## config.mk

```make
export PLATFORM = sky130hd
export DESIGN_NAME = sdspi_flat
export DESIGN_NICKNAME = d
export VERILOG_FILES = /design/src/rtl/sdspi_if.sv /design/src/rtl/sdspi.sv /design/src/flat_wrapper.sv
export SDC_FILE = /design/constraint.sdc
export NUM_CORES = 1
export LEC_CHECK = 0
export CORE_MARGIN = 8
export CORE_UTILIZATION = 25
export CTS_CLUSTER_SIZE = 20
export DETAILED_ROUTE_END_ITERATION = 8
export RECOVER_POWER = 25
export SLEW_MARGIN = 15
export SYNTH_ARGS = -nofsm -noshare
export SYNTH_HDL_FRONTEND = slang
export SYNTH_SLANG_ARGS = --single-unit
export TNS_END_PERCENT = 5
```

## constraint.sdc

```tcl
create_clock -name clk -period 2 [get_ports clk]
set_input_delay 0.2 -clock clk [delete_from_list [all_inputs] [get_ports clk]]
set_output_delay 0.2 -clock clk [all_outputs]
set_load 0.01 [all_outputs]
```

## src/rtl/sdspi_if.sv

```systemverilog
// sdspi_if -- CPU register-bus bundle for the SD-card SPI master.
//   io_addr   : register select (CPU addr[4:1])
//   io_write  : one-cycle write strobe
//   io_read   : one-cycle read strobe (read side effects only)
//   io_wdata  : write data
//   io_rdata  : read data, combinational from io_addr
//   interrupt : level interrupt (ie & rxv)
interface sdspi_if;
  logic [3:0] io_addr;
  logic       io_write;
  logic       io_read;
  logic [7:0] io_wdata;
  logic [7:0] io_rdata;
  logic       interrupt;

  modport master (
    output io_addr, io_write, io_read, io_wdata,
    input  io_rdata, interrupt
  );

  modport slave (
    input  io_addr, io_write, io_read, io_wdata,
    output io_rdata, interrupt
  );
endinterface

```

## src/rtl/sdspi.sv

```systemverilog
// sdspi -- byte-wide SPI master (mode 0, MSB first) for an SD card.
//   clk   : single clock, rising edge
//   reset : asynchronous active-low reset
//   bus   : register bus (sdspi_if.slave)
//             0 DATA   wr: start transfer, rd: rx_data (read clears rxv)
//             1 STATUS {4'b0, ie, ovr, rxv, busy}; wr bit2 clears ovr, bit3 loads ie
//             2 CTRL   {2'b0, cs, 1'b0, div[3:0]}
//             3..15    read as zero, writes ignored
//   sclk  : SPI clock, idles low, half-period div_shadow+1 clk cycles
//   mosi  : serial out, changes on sclk falling edges
//   miso  : serial in, sampled on sclk rising edges
//   cs_n  : card select, ~cs
module sdspi #(
  parameter logic [3:0] DIV_RST = 4'd3
) (
  input  logic    clk,
  input  logic    reset,
  sdspi_if.slave  bus,
  output logic    sclk,
  output logic    mosi,
  input  logic    miso,
  output logic    cs_n
);

  typedef enum logic {IDLE, SHIFT} state_t;

  state_t     r_state;
  logic [7:0] r_sh;
  logic [7:0] r_rx;
  logic [3:0] r_div;
  logic [3:0] r_div_sh;
  logic [4:0] r_cnt;
  logic [2:0] r_bit;
  logic       r_sclk;
  logic       r_mosi;
  logic       r_rxv;
  logic       r_ovr;
  logic       r_ie;
  logic       r_cs;

  logic w_wr_data;
  logic w_wr_stat;
  logic w_wr_ctrl;
  logic w_rd_data;
  logic w_tick;
  logic w_done;

  assign w_wr_data = bus.io_write && (bus.io_addr == 4'd0);
  assign w_wr_stat = bus.io_write && (bus.io_addr == 4'd1);
  assign w_wr_ctrl = bus.io_write && (bus.io_addr == 4'd2);
  assign w_rd_data = bus.io_read  && (bus.io_addr == 4'd0);
  assign w_tick    = (r_cnt == 5'd0);
  assign w_done    = (r_state == SHIFT) && w_tick && r_sclk && (r_bit == 3'd7);

  assign sclk          = r_sclk;
  assign mosi          = r_mosi;
  assign cs_n          = ~r_cs;
  assign bus.interrupt = r_ie & r_rxv;

  always_comb begin
    bus.io_rdata = '0;
    case (bus.io_addr)
      4'd0:    bus.io_rdata = r_rx;
      4'd1:    bus.io_rdata = {4'b0, r_ie, r_ovr, r_rxv, r_state == SHIFT};
      4'd2:    bus.io_rdata = {2'b0, r_cs, 1'b0, r_div};
      default: bus.io_rdata = '0;
    endcase
  end

  always_ff @(posedge clk or negedge reset) begin
    if (!reset) begin
      r_state  <= IDLE;
      r_sh     <= '0;
      r_rx     <= '0;
      r_div    <= DIV_RST;
      r_div_sh <= DIV_RST;
      r_cnt    <= '0;
      r_bit    <= '0;
      r_sclk   <= 1'b0;
      r_mosi   <= 1'b1;
      r_rxv    <= 1'b0;
      r_ovr    <= 1'b0;
      r_ie     <= 1'b0;
      r_cs     <= 1'b0;
    end else begin
      if (w_wr_ctrl) begin
        r_cs  <= bus.io_wdata[5];
        r_div <= bus.io_wdata[3:0];
      end
      if (w_wr_stat) r_ie <= bus.io_wdata[3];

      // Overrun set takes priority over a software clear in the same cycle.
      if (w_wr_stat && bus.io_wdata[2]) r_ovr <= 1'b0;
      if ((w_wr_data && r_state == SHIFT) || (w_done && r_rxv)) r_ovr <= 1'b1;

      // Completion below is assigned later, so its rxv set wins over this clear.
      if (w_rd_data) r_rxv <= 1'b0;

      case (r_state)
        IDLE: begin
          if (w_wr_data) begin
            r_state  <= SHIFT;
            r_sh     <= bus.io_wdata;
            r_mosi   <= bus.io_wdata[7];
            r_div_sh <= r_div;
            // One extra cycle before the first half-period starts counting.
            r_cnt    <= {1'b0, r_div} + 5'd1;
            r_bit    <= '0;
          end
        end
        SHIFT: begin
          if (w_tick) begin
            r_cnt  <= {1'b0, r_div_sh};
            r_sclk <= ~r_sclk;
            if (!r_sclk) begin
              // Rising edge: the shifter doubles as tx and rx register.
              r_sh <= {r_sh[6:0], miso};
            end else if (r_bit == 3'd7) begin
              r_state <= IDLE;
              r_rx    <= r_sh;
              r_rxv   <= 1'b1;
            end else begin
              r_bit  <= r_bit + 3'd1;
              r_mosi <= r_sh[7];
            end
          end else begin
            r_cnt <= r_cnt - 5'd1;
          end
        end
        default: r_state <= IDLE;
      endcase
    end
  end

endmodule

```

## src/flat_wrapper.sv

```systemverilog
// flat-port wrapper written by rule: the top's interface ports become plain ports
module sdspi_flat 
#(
  parameter logic [3:0] DIV_RST = 4'd3
)
  (clk, reset, sclk, mosi, miso, cs_n, bus_io_addr, bus_io_write, bus_io_read, bus_io_wdata, bus_io_rdata, bus_interrupt);
  sdspi_if bus_i ();
  input  logic clk;
  input  logic reset;
  output logic sclk;
  output logic mosi;
  input  logic miso;
  output logic cs_n;
  input wire logic [$bits(bus_i.io_addr)-1:0] bus_io_addr;
  input wire logic [$bits(bus_i.io_write)-1:0] bus_io_write;
  input wire logic [$bits(bus_i.io_read)-1:0] bus_io_read;
  input wire logic [$bits(bus_i.io_wdata)-1:0] bus_io_wdata;
  output wire logic [$bits(bus_i.io_rdata)-1:0] bus_io_rdata;
  output wire logic [$bits(bus_i.interrupt)-1:0] bus_interrupt;
  assign bus_i.io_addr = bus_io_addr;
  assign bus_i.io_write = bus_io_write;
  assign bus_i.io_read = bus_io_read;
  assign bus_i.io_wdata = bus_io_wdata;
  assign bus_io_rdata = bus_i.io_rdata;
  assign bus_interrupt = bus_i.interrupt;
  sdspi #(.DIV_RST(DIV_RST)) u_core (.clk(clk), .reset(reset), .bus(bus_i), .sclk(sclk), .mosi(mosi), .miso(miso), .cs_n(cs_n));
endmodule
```

==> results of run 1 <==
-- cell type report --
class,instances,area (um^2)
Inverter,7,26.3
Fill cell,829,5380
Clock buffer,8,100
Multi-Input combinational cell,127,997
Sequential cell,39,982
Timing Repair Buffer,48,437
Tap cell,105,131
-- logic make-up (layout without fill, tap and decap cells) --
group	Yosys count	after routing
flip-flops	39	39
AND/OR/NAND/NOR	55	55
buffers and inverters	16	63
multiplexers	38	38
adder cells (fa/ha/maj)	4	4
XOR/XNOR	3	3
AO/OA/AOI/OAI	27	27
-- sequential cells by signal, summed over array words and instances (netlist names) --
register / flops
u_core.r_cnt: 5
u_core.r_ovr: 1
u_core.r_ie: 1
u_core.r_sh: 8
u_core.r_state: 1
u_core.r_div_sh: 4
u_core.r_cs: 1
u_core.r_rx: 8
u_core.r_rxv: 1
u_core.r_div: 4
u_core.r_bit: 3
u_core.sclk: 1
u_core.mosi: 1
-- cells in the final DEF (no fill, tap or decap), types with 2 or more instances in the layout --
| cell | count |
|---|---|
| a21oi_1 | 4 |
| a22oi_1 | 2 |
| a31oi_1 | 5 |
| and2_1 | 4 |
| buf_12 | 2 |
| buf_4 | 15 |
| clkbuf_1 | 2 |
| clkbuf_2 | 2 |
| clkbuf_8 | 7 |
| clkdlybuf4s50_1 | 19 |
| dfrtp_1 | 34 |
| dfstp_2 | 5 |
| dlygate4sd2_1 | 8 |
| ha_1 | 3 |
| inv_1 | 6 |
| mux2_2 | 33 |
| mux2i_1 | 5 |
| nand2_1 | 12 |
| nand2b_1 | 2 |
| nand3_1 | 2 |
| nand3b_1 | 3 |
| nor2_1 | 14 |
| nor2b_1 | 2 |
| nor3_1 | 5 |
| nor3_4 | 2 |
| nor4_1 | 2 |
| o21ai_0 | 9 |
| xnor2_1 | 3 |
-- per-layer routing --
metal	share of wire [%]	vias up	wire length [um]	global-route usage, %
met5	0	-	0	0
met4	1.2	0	57	3.32
met3	4.6	2	218	2.78
met2	47	26	2200	13.6
met1	47	749	2230	11.2
li1	-	742	-	-
-- timing repair --
action | CTS | global route
setup endpoints to repair | 16 | 8
endpoints found under the hold margin | 16 | 0
setup buffers | 0 | 1
resized for setup | 10 | 3
hold buffers | 1 | 0
pin swaps | 2 | 2
-- metrics by stage --
step	total power, mW	util [%]	cells	TNS [ns]
6_report	2.68	33.2	334	0
5_1_grt	2.88	33.2	334	-0.117
4_1_cts	2.68	33.0	333	0
3_5_place_dp	2.07	31.7	324	-1.58
3_3_place_gp	2.05	31.7	324	-1.27
2_1_floorplan	1.76	-	182	0
-- worst max-delay path, delay by kind of cell (launching register included) --
kind | cells | cell delay (ns)
simple gates | 3 | 0.69
flops | 1 | 0.41
mux | 1 | 0.34
fa+ha+maj | 1 | 0.16
buf+inv | 2 | 0.23
-- power groups by stage --
| stage | combinational [mW] | sequential (mW) | clock, mW |
|---|---|---|---|
| after global placement | 0.812 | 1.24 | 0 |
| after floorplan | 0.568 | 1.20 | 0 |
| after CTS | 0.844 | 1.24 | 0.597 |
| after detailed placement | 0.831 | 1.24 | 0 |
| final | 0.856 | 1.24 | 0.581 |
| after global routing | 0.962 | 1.27 | 0.648 |
-- worst min path at each step --
stage                         startpoint               to  slack, ns  cells past startpoint
after floorplan                    reset  u_core.r_bit[0]       -0.1                      0
after global placement             reset  u_core.r_cnt[0]       0.19                      1
after detailed placement           reset   u_core.r_state       0.20                      1
after CTS                          reset  u_core.r_cnt[0]       0.45                      2
after global routing      u_core.r_rx[3]   u_core.r_rx[3]       0.53                      1
final                        bus_io_read     u_core.r_rxv       0.51                      3
==> flow_metrics.env, run 1 <==
export IMPL_status="complete, no violations"
export IMPL_synthMuxAreaShare_pct=20.8
export IMPL_synthArstFlopShare_pct=100
export IMPL_die_area_mm2=0.0112
export IMPL_fmax_ghz=0.514
export IMPL_p_clk_share_pct=21.7
export IMPL_power_switching_mw=0.843
export IMPL_finalMaxSlewViolations=0
export IMPL_rows=33
export IMPL_setup_worst_path_end="u_core.r_rx[5]"
export IMPL_slew_headroom_pct=20.4
export IMPL_die_h_um=106
export IMPL_dpl_cell_area_mm2=0.00255
export IMPL_p_comb_share_pct=32.0
export IMPL_start_util_pct=25.1
export IMPL_fin_ws_ns=0.0551
export IMPL_worst_ep_required_time_ns=2.17
export IMPL_clock_skew_ns=0.0115
export IMPL_internal_power_mw=1.83
export IMPL_avgRoutedWirePerCell_um=14.1
export IMPL_final_layout_size_suffix_gt1_share_pct=30.6
export IMPL_sequentialPowerShare_pct=46.3
export IMPL_gp_congestion=0.766
export IMPL_end_kind="flop"
export IMPL_cts_tree="yes"
export IMPL_r2r_cells=7
export IMPL_yosysMostFrequentCell="dfrtp_1"
export IMPL_ys_top_cells_by_area="dfrtp_1, mux2_2, dfstp_2"
export IMPL_maxCapViolCount=0
export IMPL_grt_pass1_vias=1586
export IMPL_seq_area_frac_synth_pct=48.5
export IMPL_worst_r2r_setup_slack_ns=0.06
export IMPL_place_ws_ns=-0.102
export IMPL_synth_simple_gate_area_share_pct=14.5
export IMPL_routed_via_density=4.55
export IMPL_final_setup_viol_count=0
export IMPL_tightest_slew_ns=1.19
export IMPL_syn_mean_instance_area_um2=11.1
export IMPL_worstReg2RegEnd="u_core.r_rx[5]"
export IMPL_critPathMaxStageDelay_ns=0.41
export IMPL_holdWs_ns=0.507
export IMPL_cts_made_buffers=5
export IMPL_critical_path_class="flop to flop"
export IMPL_firstDrtPassIters=4
export IMPL_synth_seq_cells=39
export IMPL_cts_htree_levels=2
export IMPL_synthAdderAreaFrac_pct=2.47
export IMPL_ant_nets=0
export IMPL_cp_start_kind="flop"
export IMPL_synth_warnings=0
export IMPL_grt_ovfl_total=0
export IMPL_nNetsFinal=249
export IMPL_root_buffer="clkbuf_8"
export IMPL_grt_pass1_wl_um=7940
export IMPL_syn_inst=182
export IMPL_max_vdd_ir_drop_mv=0.254
export IMPL_drtIter0Drc=33
export IMPL_syn_nets=203
export IMPL_dp_hpwl_um=3550
export IMPL_vias=1519
export IMPL_crit_fanout=11
export IMPL_worst_path_max_delay_cell="dfrtp_1"
export IMPL_switching_share_pct=31.5
export IMPL_hold_viol=0
export IMPL_synth_top_family_by_area="multiplexers"
export IMPL_ys_types=40
export IMPL_grt_max_degree=22
export IMPL_synth_edf_count=0
export IMPL_synth_largest_area_cell="dfrtp_1"
export IMPL_clk_pin_slew_ns=0.08
export IMPL_min_period_ns=1.94
export IMPL_crit_arrival_ns=2.12
export IMPL_synth_top_cells_by_count="dfrtp_1, mux2_2, nor2_1, nand2_1, o21ai_0"
export IMPL_synth_top_area_share_pct=42.0
export IMPL_yosys_most_used_dff="dfrtp_1"
export IMPL_io_buffers=28
export IMPL_crit_reg2reg_launch="u_core.r_cnt[0]"
export IMPL_synthToLayoutAreaGrowth_pct=32.1
export IMPL_coreArea_mm2=0.00805
export IMPL_cellPowerDensity_mw_per_mm2=1000
export IMPL_clock_sinks=39
export IMPL_synth_compound_area_share_pct=8.71
export IMPL_synth_xor_area_share_pct=1.30
export IMPL_route_detailed_drc=0
export IMPL_ios=29
export IMPL_path_cells="inv_2, ha_4, nand3b_1, nor3_4, and3_4, buf_12, mux2_2"
export IMPL_hold_class="input pin to flop"
export IMPL_drt_total_wl_um=4720
export IMPL_clockBufferDepth=2
export IMPL_synthesis_area_mm2=0.00202
export IMPL_die_w_um=106
export IMPL_worstSetupStartpoint="u_core.r_cnt[0]"
export IMPL_antenna_cells=0
export IMPL_p_leak_nw=1.20
export IMPL_grt_usage_pct=8.78
export IMPL_fin_crit_sh_pct=97.2
export IMPL_antenna_found_initial=0
export IMPL_clock_latency_ns=0.29
export IMPL_design_area_mm2=0.00267
(Power assumes the default switching activity.)
==> run 2: changes to the inputs <==
Settings changed: TNS_END_PERCENT 5 to default.
==> flow_metrics.env, run 2 (synthesis gave the netlist of run 1 again) <==
export IMPL_critical_path_class="flop to flop"
export IMPL_final_cell_mix="dfrtp_1, mux2_2, clkdlybuf4s50_1, buf_4, nor2_1"
export IMPL_dpl_cell_area_mm2=0.00255
export IMPL_maxUsedRoutingLayer="met4"
export IMPL_status="complete, no violations"
export IMPL_antenna_cells=0
export IMPL_hold_class="input pin to flop"
export IMPL_slew_headroom_pct=20.4
export IMPL_multi_input_comb_area_mm2=0.00101
export IMPL_holdWs_ns=0.504
export IMPL_die_area_mm2=0.0112
export IMPL_gp_congestion=0.766
export IMPL_final_layout_size_suffix_gt1_share_pct=31.7
export IMPL_coreArea_mm2=0.00805
export IMPL_wl_met2_um=2250
export IMPL_root_buffer="clkbuf_8"
export IMPL_drt_met1_wl_um=2280
export IMPL_cp_start_kind="flop"
export IMPL_synthToLayoutAreaGrowth_pct=33.4
export IMPL_die_w_um=106
export IMPL_ios=29
export IMPL_p_leak_nw=1.23
export IMPL_worst_r2r_setup_slack_ns=0.09
export IMPL_clock_skew_ns=0.0102
export IMPL_fin_ws_ns=0.0942
export IMPL_grt_pass1_vias=1611
export IMPL_min_period_ns=1.91
export IMPL_place_ws_ns=-0.102
export IMPL_fmax_ghz=0.525
export IMPL_cts_htree_levels=2
export IMPL_dr_wl_met3_um=230
export IMPL_finalMaxSlewViolations=0
export IMPL_worst_ep_required_time_ns=2.17
export IMPL_end_kind="flop"
export IMPL_ant_nets=0
export IMPL_clk_pin_slew_ns=0.08
export IMPL_avgRoutedWirePerCell_um=14.4
export IMPL_fin_crit_sh_pct=95.3
export IMPL_final_setup_viol_count=0
export IMPL_maxCapViolCount=0
export IMPL_final_cells=335
export IMPL_dp_hpwl_um=3550
export IMPL_final_common_cell="dfrtp_1"
export IMPL_drtIter0Drc=36
export IMPL_clock_sinks=39
export IMPL_start_util_pct=25.1
export IMPL_die_h_um=106
export IMPL_tightest_slew_ns=1.19
export IMPL_drt_total_wl_um=4820
export IMPL_route_detailed_drc=0
export IMPL_grt_usage_pct=8.99
export IMPL_max_vdd_ir_drop_mv=0.253
export IMPL_nNetsFinal=250
export IMPL_crit_fanout=11
export IMPL_rows=33
export IMPL_routed_via_density=4.56
export IMPL_design_area_mm2=0.00270
export IMPL_largestRegisters="u_core.r_rx (8), u_core.r_sh (8), u_core.r_cnt (5)"
export IMPL_clock_latency_ns=0.29
export IMPL_rsz0062_at_grt="no"
export IMPL_firstDrtPassIters=4
export IMPL_antenna_found_initial=0
export IMPL_hold_viol=0
export IMPL_grt_max_degree=22
export IMPL_clockBufferDepth=2
export IMPL_crit_arrival_ns=2.08
export IMPL_fill_cells=824
export IMPL_placed_cells=324
export IMPL_io_buffers=28
export IMPL_final_seq_area_um2=982
export IMPL_grt_pass1_wl_um=8110
export IMPL_grt_ovfl_total=0
export IMPL_vias=1527
export IMPL_cellPowerDensity_mw_per_mm2=996
export IMPL_cts_tree="yes"
export IMPL_cts_made_buffers=5
export IMPL_setup_tns_ns=0
[run 2: metal layers]
layer	vias up	global-route usage (%)
met5	-	0
li1	744	-
met2	25	14.0
met4	0	3.32
met3	2	2.78
met1	756	11.5
[run 2: area by class of cell]
class                           instances  share of cell area [%]
Multi-Input combinational cell        127                    37.4
Inverter                                7                   0.973
Timing Repair Buffer                   49                    16.7
Tap cell                              105                    4.87
Clock buffer                            8                    3.71
Sequential cell                        39                    36.4
[run 2: critical path, stage by stage, from the launching register on]
cell and delay [ns]:
dfrtp_1 0.41, inv_2 0.09, ha_4 0.16, nand3b_1 0.16, nor3_4 0.26, and3_4 0.23, buf_12 0.14, mux2_2 0.34
[run 2: path summary, 6_finish.rpt]
| path | start | endpoint | cells past startpoint |
|---|---|---|---|
| max in group asynchronous | reset | u_core.mosi | 3 |
| setup reg to reg | u_core.r_cnt[0] | u_core.r_rx[5] | 7 |
| hold / removal | bus_io_read | u_core.r_rxv | 3 |
| setup / recovery | u_core.r_cnt[0] | u_core.r_rx[5] | 7 |
| hold reg to reg | u_core.r_rx[4] | u_core.r_rx[4] | 1 |
| min in group asynchronous | reset | u_core.r_state | 2 |
[run 2: per-stage QoR]
step	total power, mW	utilization (%)
detailed placement	2.07	31.7
finish	2.69	33.5
floorplan	1.76	-
global placement	2.05	31.7
CTS	2.68	33.2
global route	2.90	33.5
[run 2: power breakdown]
part           total (mW)  switching (mW)  internal (mW)
clock               0.582           0.267          0.315
combinational       0.869           0.385          0.485
sequential           1.24           0.203           1.04
[run 2: what timing repair did]
item	in CTS	in global routing
setup endpoints to repair	16	14
hold buffers	1	0
pin swaps	2	3
gates resized for setup	8	8
setup buffers	2	0
hold endpoints to repair	16	0
